$ cat src/rtl/sky130_fd_io__amux_pkg.sv
// Shared types, default sizing and the round-robin pick used by the
// analog mux bus arbiter channels.
package sky130_fd_io__amux_pkg;

  typedef enum logic [1:0] {
    ST_IDLE,
    ST_CONN,
    ST_BREAK
  } amux_state_e;

  localparam int NREQ_DEF    = 4;
  localparam int BBM_CYC_DEF = 4;
  localparam int CW_DEF      = 8;
  localparam int MAXREQ      = 16;

  // Scan n requesters starting at ptr (ptr < n), wrapping at n; first set bit wins.
  function automatic void rr_pick(input  logic [MAXREQ-1:0] req,
                                  input  int                ptr,
                                  input  int                n,
                                  output logic              vld,
                                  output int                idx);
    int j;
    vld = 1'b0;
    idx = 0;
    for (int i = 0; i < MAXREQ; i++) begin
      j = ptr + i;
      if (j >= n) j = j - n;
      if ((i < n) && !vld && req[j[3:0]]) begin
        vld = 1'b1;
        idx = j;
      end
    end
  endfunction

endpackage

$ cat src/rtl/sky130_fd_io__amux_chan.sv
// One bus channel: round-robin grant, hold while the owner requests,
// then a fixed break interval with every switch open.
module sky130_fd_io__amux_chan
  import sky130_fd_io__amux_pkg::*;
#(
  parameter int NREQ    = NREQ_DEF,
  parameter int BBM_CYC = BBM_CYC_DEF,
  parameter int CW      = CW_DEF
) (
  input  logic            clk,
  input  logic            rst_n,
  input  logic            hold_off_i,
  input  logic [NREQ-1:0] req_i,
  output logic [NREQ-1:0] gnt_o,
  output logic            busy_o
);

  localparam int PW = (NREQ > 1) ? $clog2(NREQ) : 1;

  amux_state_e     state_q, state_d;
  logic [NREQ-1:0] gnt_q, gnt_d;
  logic [PW-1:0]   ptr_q, ptr_d;
  logic [PW-1:0]   owner_q, owner_d;
  logic [CW-1:0]   cnt_q, cnt_d;
  logic            busy_q, busy_d;
  logic            win_vld;
  int              win_idx;
  logic [PW-1:0]   win;

  always_comb begin
    state_d = state_q;
    gnt_d   = gnt_q;
    ptr_d   = ptr_q;
    owner_d = owner_q;
    cnt_d   = cnt_q;
    rr_pick(MAXREQ'(req_i), int'(ptr_q), NREQ, win_vld, win_idx);
    win     = PW'(win_idx);
    case (state_q)
      ST_IDLE: begin
        gnt_d = '0;
        if (!hold_off_i && win_vld) begin
          gnt_d   = NREQ'(1) << win;
          owner_d = win;
          state_d = ST_CONN;
          ptr_d   = (win == PW'(NREQ - 1)) ? '0 : win + PW'(1);
        end
      end
      ST_CONN: begin
        // No preemption: only the owner's own release or HOLD_OFF ends the connection.
        if (hold_off_i || !req_i[owner_q]) begin
          gnt_d   = '0;
          cnt_d   = CW'(BBM_CYC - 1);
          state_d = ST_BREAK;
        end
      end
      ST_BREAK: begin
        gnt_d = '0;
        if (cnt_q == '0) state_d = ST_IDLE;
        else             cnt_d   = cnt_q - CW'(1);
      end
      default: begin
        gnt_d   = '0;
        state_d = ST_IDLE;
      end
    endcase
    busy_d = (state_d != ST_IDLE);
  end

  always_ff @(posedge clk or negedge rst_n) begin
    if (!rst_n) begin
      state_q <= ST_IDLE;
      gnt_q   <= '0;
      ptr_q   <= '0;
      owner_q <= '0;
      cnt_q   <= '0;
      busy_q  <= 1'b0;
    end else begin
      state_q <= state_d;
      gnt_q   <= gnt_d;
      ptr_q   <= ptr_d;
      owner_q <= owner_d;
      cnt_q   <= cnt_d;
      busy_q  <= busy_d;
    end
  end

  assign gnt_o  = gnt_q;
  assign busy_o = busy_q;

endmodule

$ cat src/rtl/sky130_fd_io__amux_arbiter.sv
// Arbiter for AMUXBUS_A/B: two independent channels sharing HOLD_OFF.
module sky130_fd_io__amux_arbiter
  import sky130_fd_io__amux_pkg::*;
#(
  parameter int NREQ    = NREQ_DEF,
  parameter int BBM_CYC = BBM_CYC_DEF,
  parameter int CW      = CW_DEF
) (
  input  logic            CLK,
  input  logic            RESET_N,
  input  logic            HOLD_OFF,
  input  logic [NREQ-1:0] REQ_A,
  input  logic [NREQ-1:0] REQ_B,
  output logic [NREQ-1:0] GNT_A,
  output logic [NREQ-1:0] GNT_B,
  output logic            BUSY_A,
  output logic            BUSY_B
);

  sky130_fd_io__amux_chan #(
    .NREQ(NREQ), .BBM_CYC(BBM_CYC), .CW(CW)
  ) u_chan_a (
    .clk(CLK), .rst_n(RESET_N), .hold_off_i(HOLD_OFF),
    .req_i(REQ_A), .gnt_o(GNT_A), .busy_o(BUSY_A)
  );

  sky130_fd_io__amux_chan #(
    .NREQ(NREQ), .BBM_CYC(BBM_CYC), .CW(CW)
  ) u_chan_b (
    .clk(CLK), .rst_n(RESET_N), .hold_off_i(HOLD_OFF),
    .req_i(REQ_B), .gnt_o(GNT_B), .busy_o(BUSY_B)
  );

endmodule

$ cat config.mk
export PLATFORM = sky130hd
export DESIGN_NAME = sky130_fd_io__amux_arbiter
export DESIGN_NICKNAME = d
export VERILOG_FILES = /design/src/rtl/sky130_fd_io__amux_pkg.sv /design/src/rtl/sky130_fd_io__amux_chan.sv /design/src/rtl/sky130_fd_io__amux_arbiter.sv
export SDC_FILE = /design/constraint.sdc
export NUM_CORES = 1
export LEC_CHECK = 0
export CAP_MARGIN = 10
export CORE_AREA = 5 5 68 101
export CTS_CLUSTER_SIZE = 30
export DETAILED_ROUTE_END_ITERATION = 16
export DIE_AREA = 0 0 73 106
export PLACE_DENSITY = 0.7
export SYNTH_ARGS = -nofsm -noshare
export SYNTH_HDL_FRONTEND = slang
export SYNTH_HIERARCHICAL = 1
export SYNTH_SLANG_ARGS = --single-unit
$ cat constraint.sdc
create_clock -name CLK -period 3.6 [get_ports CLK]
set_input_delay 0.72 -clock CLK [delete_from_list [all_inputs] [get_ports CLK]]
set_output_delay 0.72 -clock CLK [all_outputs]
set_load 0.02 [all_outputs]
Yosys cells after proc, flatten, opt, wreduce, memory -nomap -nowiden --
Index checks and enable logic that the tools add are counted.
Cells by class: shift operators 2, equal/unequal tests 10, reductions and logical operators 31, add/sub/neg operators 18, muxes and demuxes 66, magnitude comparators 18
Operator list (number):
- $ge 32x4->1 const B | 6
- $mux 4 | 12
- $lt 4x5->1 const B | 8
- $bmux 1 s4 | 8
- $mux 2 | 16
- $mux 8 | 4
- $pmux 8 s2 | 2
- $sub 3x3->4 const B | 6
- $mux 1 | 18
- $logic_not 8->1 | 2
- $pmux 4 s2 | 2
- $sub 8x1->8 const B | 2
- $add 2x2->3 const B | 4
- $pmux 2 s3 | 2
- $logic_not 1->1 | 9
- $eq 2x2->1 const B | 4
- $logic_and 1x1->1 | 8
- $reduce_bool 2->1 | 4
- $shl 1x2->4 const A | 2
- $sub 2x3->4 const B | 2
- $add 2x1->3 const B | 2
- $ge 2x3->1 const B | 2
- $lt 2x3->1 const B | 2
- $reduce_and 3->1 | 2
- other kinds (8) | 16
Word-level totals: input bits 11, register bits 38, output and inout port bits 10, logic and storage cells 157

Longest topological paths before layout --
depth in word-level cells 18, mapped depth 11, mapped depth without buffers 10

Hierarchy --
Netlist, hierarchy kept.
By module, submodules not included:
- sky130_fd_io__amux_chan (u_chan_b) | cells an instance 116, area each 1255.0 um^2, sequential area each 475.5 um^2, instances 1
- sky130_fd_io__amux_chan (u_chan_a) | cells an instance 115, area each 1212.4 um^2, sequential area each 475.5 um^2, instances 1

Least setup slack after synthesis --
No wires, ideal clock.
kind input port to flip-flop, start point input REQ_B[3], end point register u_chan_b.gnt_q[0], in the netlist u_chan_b/gnt_o[0], arrival time 2432 ps, cell stages on the path 6, buffers on the path 0, library setup time 121 ps, setup slack 1048 ps, data required time 3479 ps, path through mux4_2 nand3b_1 or4_4 and2_1 ha_1 a22o_1
On the way: cells in the longest elaborated chain, start to end 15, elaborated cells on any way between the ends 31, those cells by class eq/ne: 1; shift: 1; mux: 20; reduce/logical: 9
RTL lines:
- start, declared | line sky130_fd_io__amux_arbiter.sv:13 | input logic [NREQ-1:0] REQ_B,
- $bmux 1 s4 | line sky130_fd_io__amux_pkg.sv:28 | if ((i < n) && !vld && req[j[3:0]]) begin
- $mux 1 (implied by the code) | line sky130_fd_io__amux_pkg.sv:28
- $mux 1 | line sky130_fd_io__amux_pkg.sv:28
- $logic_not 1->1 | line sky130_fd_io__amux_pkg.sv:28
- $logic_and 1x1->1 | line sky130_fd_io__amux_pkg.sv:28
- $mux 1 | line sky130_fd_io__amux_pkg.sv:28
- $logic_not 1->1 | line sky130_fd_io__amux_pkg.sv:28
- $logic_and 1x1->1 | line sky130_fd_io__amux_pkg.sv:28
- $mux 1 | line sky130_fd_io__amux_pkg.sv:28
- $logic_not 1->1 | line sky130_fd_io__amux_pkg.sv:28
- $logic_and 1x1->1 | line sky130_fd_io__amux_pkg.sv:28
- $mux 2 or $mux 1 (tied branches) | line sky130_fd_io__amux_pkg.sv:28
- $shl 1x2->4 or $logic_and 1x1->1 (tied branches) | line sky130_fd_io__amux_chan.sv:42, sky130_fd_io__amux_chan.sv:41
- $mux 4 | line sky130_fd_io__amux_chan.sv:41 | if (!hold_off_i && win_vld) begin
- $pmux 4 s2 | line sky130_fd_io__amux_chan.sv:38 | case (state_q)
- end signal, assigned | line sky130_fd_io__amux_chan.sv:79 | gnt_q <= gnt_d;
- end, declared | line sky130_fd_io__amux_chan.sv:21 | logic [NREQ-1:0] gnt_q, gnt_d;
Parallel ways exist; a longest one is shown, timed or not. The select of a mux whose other input is x is not followed. A chain may end at the register's enable or synchronous reset.

==> implementation parameters <==
Parameter                              Value

CTS
  Cell at the root of the clock tree    sky130_fd_sc_hd__clkbuf_8
  CTS resizes    0
  TritonCTS clock tree    built
  Number of sinks driven by the clock tree    38
  Clk_lat worst skew    0.29 ns
  Clock buffers created by TritonCTS    5
  Clk buf depth    2
  Clock slew at reported path FFs    0.08 ns
  H-tree depth    2
  Post-CTS Hold Buffers    0
  Setup fix buffers added after clock tree synthesis    0

STA
  Max-Slew Margin vs Limit    44.6%
  Pin slew with the least headroom to its limit    0.831 ns
  Post-Route Skew    0.0111 ns
  Final-layout setup total negative slack    0 ns
  Number of slew-limit violations in the final report    0
  Minimum clock period after layout    2.90 ns
  Fmax    0.344 GHz
  RSZ-0062 raised after global routing    no
  Hold Vio Cnt, Final    0
  Final period util    80.7%
  Number of failing setup endpoints in the final timing report    0

Job
  Max-cap violations    0

Floorplanning
  Top-level I/O count    21
  Placement Rows    35
  Horizontal die dimension    73 µm
  Placeable core area    0.00596 mm²
  Die footprint    0.00774 mm²
  Height of the die    106 µm
  Initial Utilization    41.4%

Setup path
  Launching element type of the critical path    register
  Launching instance or port of the critical path    u_chan_b/ptr_q[0]$_DFFE_PN0P_
  Critical Path Slowest Stage Cell    sky130_fd_sc_hd__dfrtp_1
  Crit path to    u_chan_b/ptr_q[0]$_DFFE_PN0P_
  Number of stages on the worst setup path    9
  Type of destination of the critical path    register
  Slack of the worst reg-to-reg path    0.70 ns
  Cell with the most instances on the worst path    sky130_fd_sc_hd__ha_1
  Data arrival at the endpoint of the critical path    3.06 ns
  Data required time of the critical path    3.76 ns
  Start-to-end type of the worst setup path    reg2reg
  Buf/Inv on CP    1
  Top cell family by delay on the critical path    simple AND/OR/NAND/NOR gates
  Cell Chain, Critical Path    inv_1 > ha_1 > or3_1 > a31oi_1 > xnor2_1 > and2_1 > ha_1 > nand3b_1 > o22ai_1
  Largest fanout on the critical path    11
  Worst Reg2Reg Path Length in Cells    9
  Startpoint of the lowest-slack register-to-register path    u_chan_b/ptr_q[0]$_DFFE_PN0P_
  Delay of the slowest cell on the worst path    0.66 ns
  Worst R2R End    u_chan_b/ptr_q[0]$_DFFE_PN0P_

Cells and area
  Post-layout instance area    0.00281 mm²
  Leading cell types in the layout, fill and taps excluded    sky130_fd_sc_hd__dfrtp_1, sky130_fd_sc_hd__nor2_1, sky130_fd_sc_hd__ha_1
  Share of post-route cells with drive strength above 1    14.1%
  Antenna cell count    0
  Most common library cell in the layout ignoring fill and taps    sky130_fd_sc_hd__dfrtp_1
  Synth-to-Final Area Change    14.0%
  Fin nets    285

Logic synthesis
  Post-synthesis cell area    0.00247 mm²
  YS warnings    6
  Synthesized net count    262
  Post-synthesis cell count    231
  Mean instance size in the synthesized netlist    10.7 µm²

Status
  Result of the run    completed

Routing
  Initial drt markers    88
  TritonRoute pass-1 iters    4
  Antenna Nets Post-Route    0
  Drt wl/cell    13.8 µm
  Routed wire length    4.54 mm
  Total number of vias    1764
  Routed via count divided by cell count    5.36
  Number of design rule violations left after detail routing    0

Global route
  First-pass GRT wire length    8.18 mm
  Congestion Overflow GR    0
  Total global routing track utilization    13.0%
  Via count of the first global-routing pass    1849
  Initial antenna violation count    0
  Largest net degree at the start of global routing    39

Placed design
  Cell area after placement    0.00272 mm²
  RePlAce Congestion    0.922
  Buffers added on ports    20
  Estimated wirelength of the detail-placed design    3.43 mm

Min path
  Hold Crit Class    reg2reg
-- worst reg2reg max path, stage by stage, from the launching register on --
cell and delay, ns:
sky130_fd_sc_hd__dfrtp_1 0.66, sky130_fd_sc_hd__inv_1 0.18, sky130_fd_sc_hd__ha_1 0.40, sky130_fd_sc_hd__or3_1 0.47, sky130_fd_sc_hd__a31oi_1 0.24, sky130_fd_sc_hd__xnor2_1 0.22, sky130_fd_sc_hd__and2_1 0.22, sky130_fd_sc_hd__ha_1 0.19
sky130_fd_sc_hd__nand3b_1 0.12, sky130_fd_sc_hd__o22ai_1 0.08
-- worst min path at each step --
stage          cells past startpoint                             to                     startpoint
2_1_floorplan                      0      u_chan_a/busy_o$_DFF_PN0_                        RESET_N
3_3_place_gp                       1  u_chan_b/cnt_q[0]$_DFFE_PN0P_  u_chan_b/cnt_q[0]$_DFFE_PN0P_
3_5_place_dp                       1  u_chan_b/gnt_o[0]$_DFFE_PN0P_  u_chan_b/gnt_o[0]$_DFFE_PN0P_
4_1_cts                            1  u_chan_b/cnt_q[0]$_DFFE_PN0P_  u_chan_b/cnt_q[0]$_DFFE_PN0P_
5_1_grt                            1  u_chan_b/cnt_q[1]$_DFFE_PN0P_  u_chan_b/state_q[1]$_DFF_PN0_
6_report                           1  u_chan_b/gnt_o[0]$_DFFE_PN0P_  u_chan_b/gnt_o[0]$_DFFE_PN0P_
-- metal layers --
metal | wire, µm | global-route usage [%] | vias to the layer above
li1 | - | - | 875
met1 | 1900 | 14.8 | 868
met2 | 2490 | 23.8 | 19
met3 | 115 | 1.89 | 2
met4 | 31 | 4.75 | 0
met5 | 0 | 0 | -
-- metrics by stage --
stage | utilization [%] | hold WS (ns) | instances | worst slack (ns)
floorplan | - | 0.424 | 231 | 1.05
global placement | 45.7 | 0.486 | 321 | 0.474
detailed placement | 45.7 | 0.495 | 321 | 0.443
CTS | 47.2 | 0.509 | 329 | 0.666
global route | 47.2 | 0.523 | 329 | 0.509
finish | 47.2 | 0.508 | 329 | 0.696
-- final cells by class --
| type | count | area [µm²] |
|---|---|---|
| Clock buffer | 7 | 86.3 |
| Clock inverter | 1 | 5.00 |
| Fill cell | 595 | 3140 |
| Inverter | 13 | 48.8 |
| Multi-Input combinational cell | 175 | 1430 |
| Sequential cell | 38 | 951 |
| Tap cell | 74 | 92.6 |
| Timing Repair Buffer | 21 | 203 |
-- registers in the layout, summed over array words and instances, names as in the netlist, 2 cells and up --
name and cells:
u_chan_b/gnt_o 4, u_chan_a/ptr_q 2, u_chan_a/cnt_q 8, u_chan_b/cnt_q 8, u_chan_a/state_q 2, u_chan_b/state_q 2, u_chan_a/gnt_o 4, u_chan_b/owner_q 2
u_chan_a/owner_q 2, u_chan_b/ptr_q 2
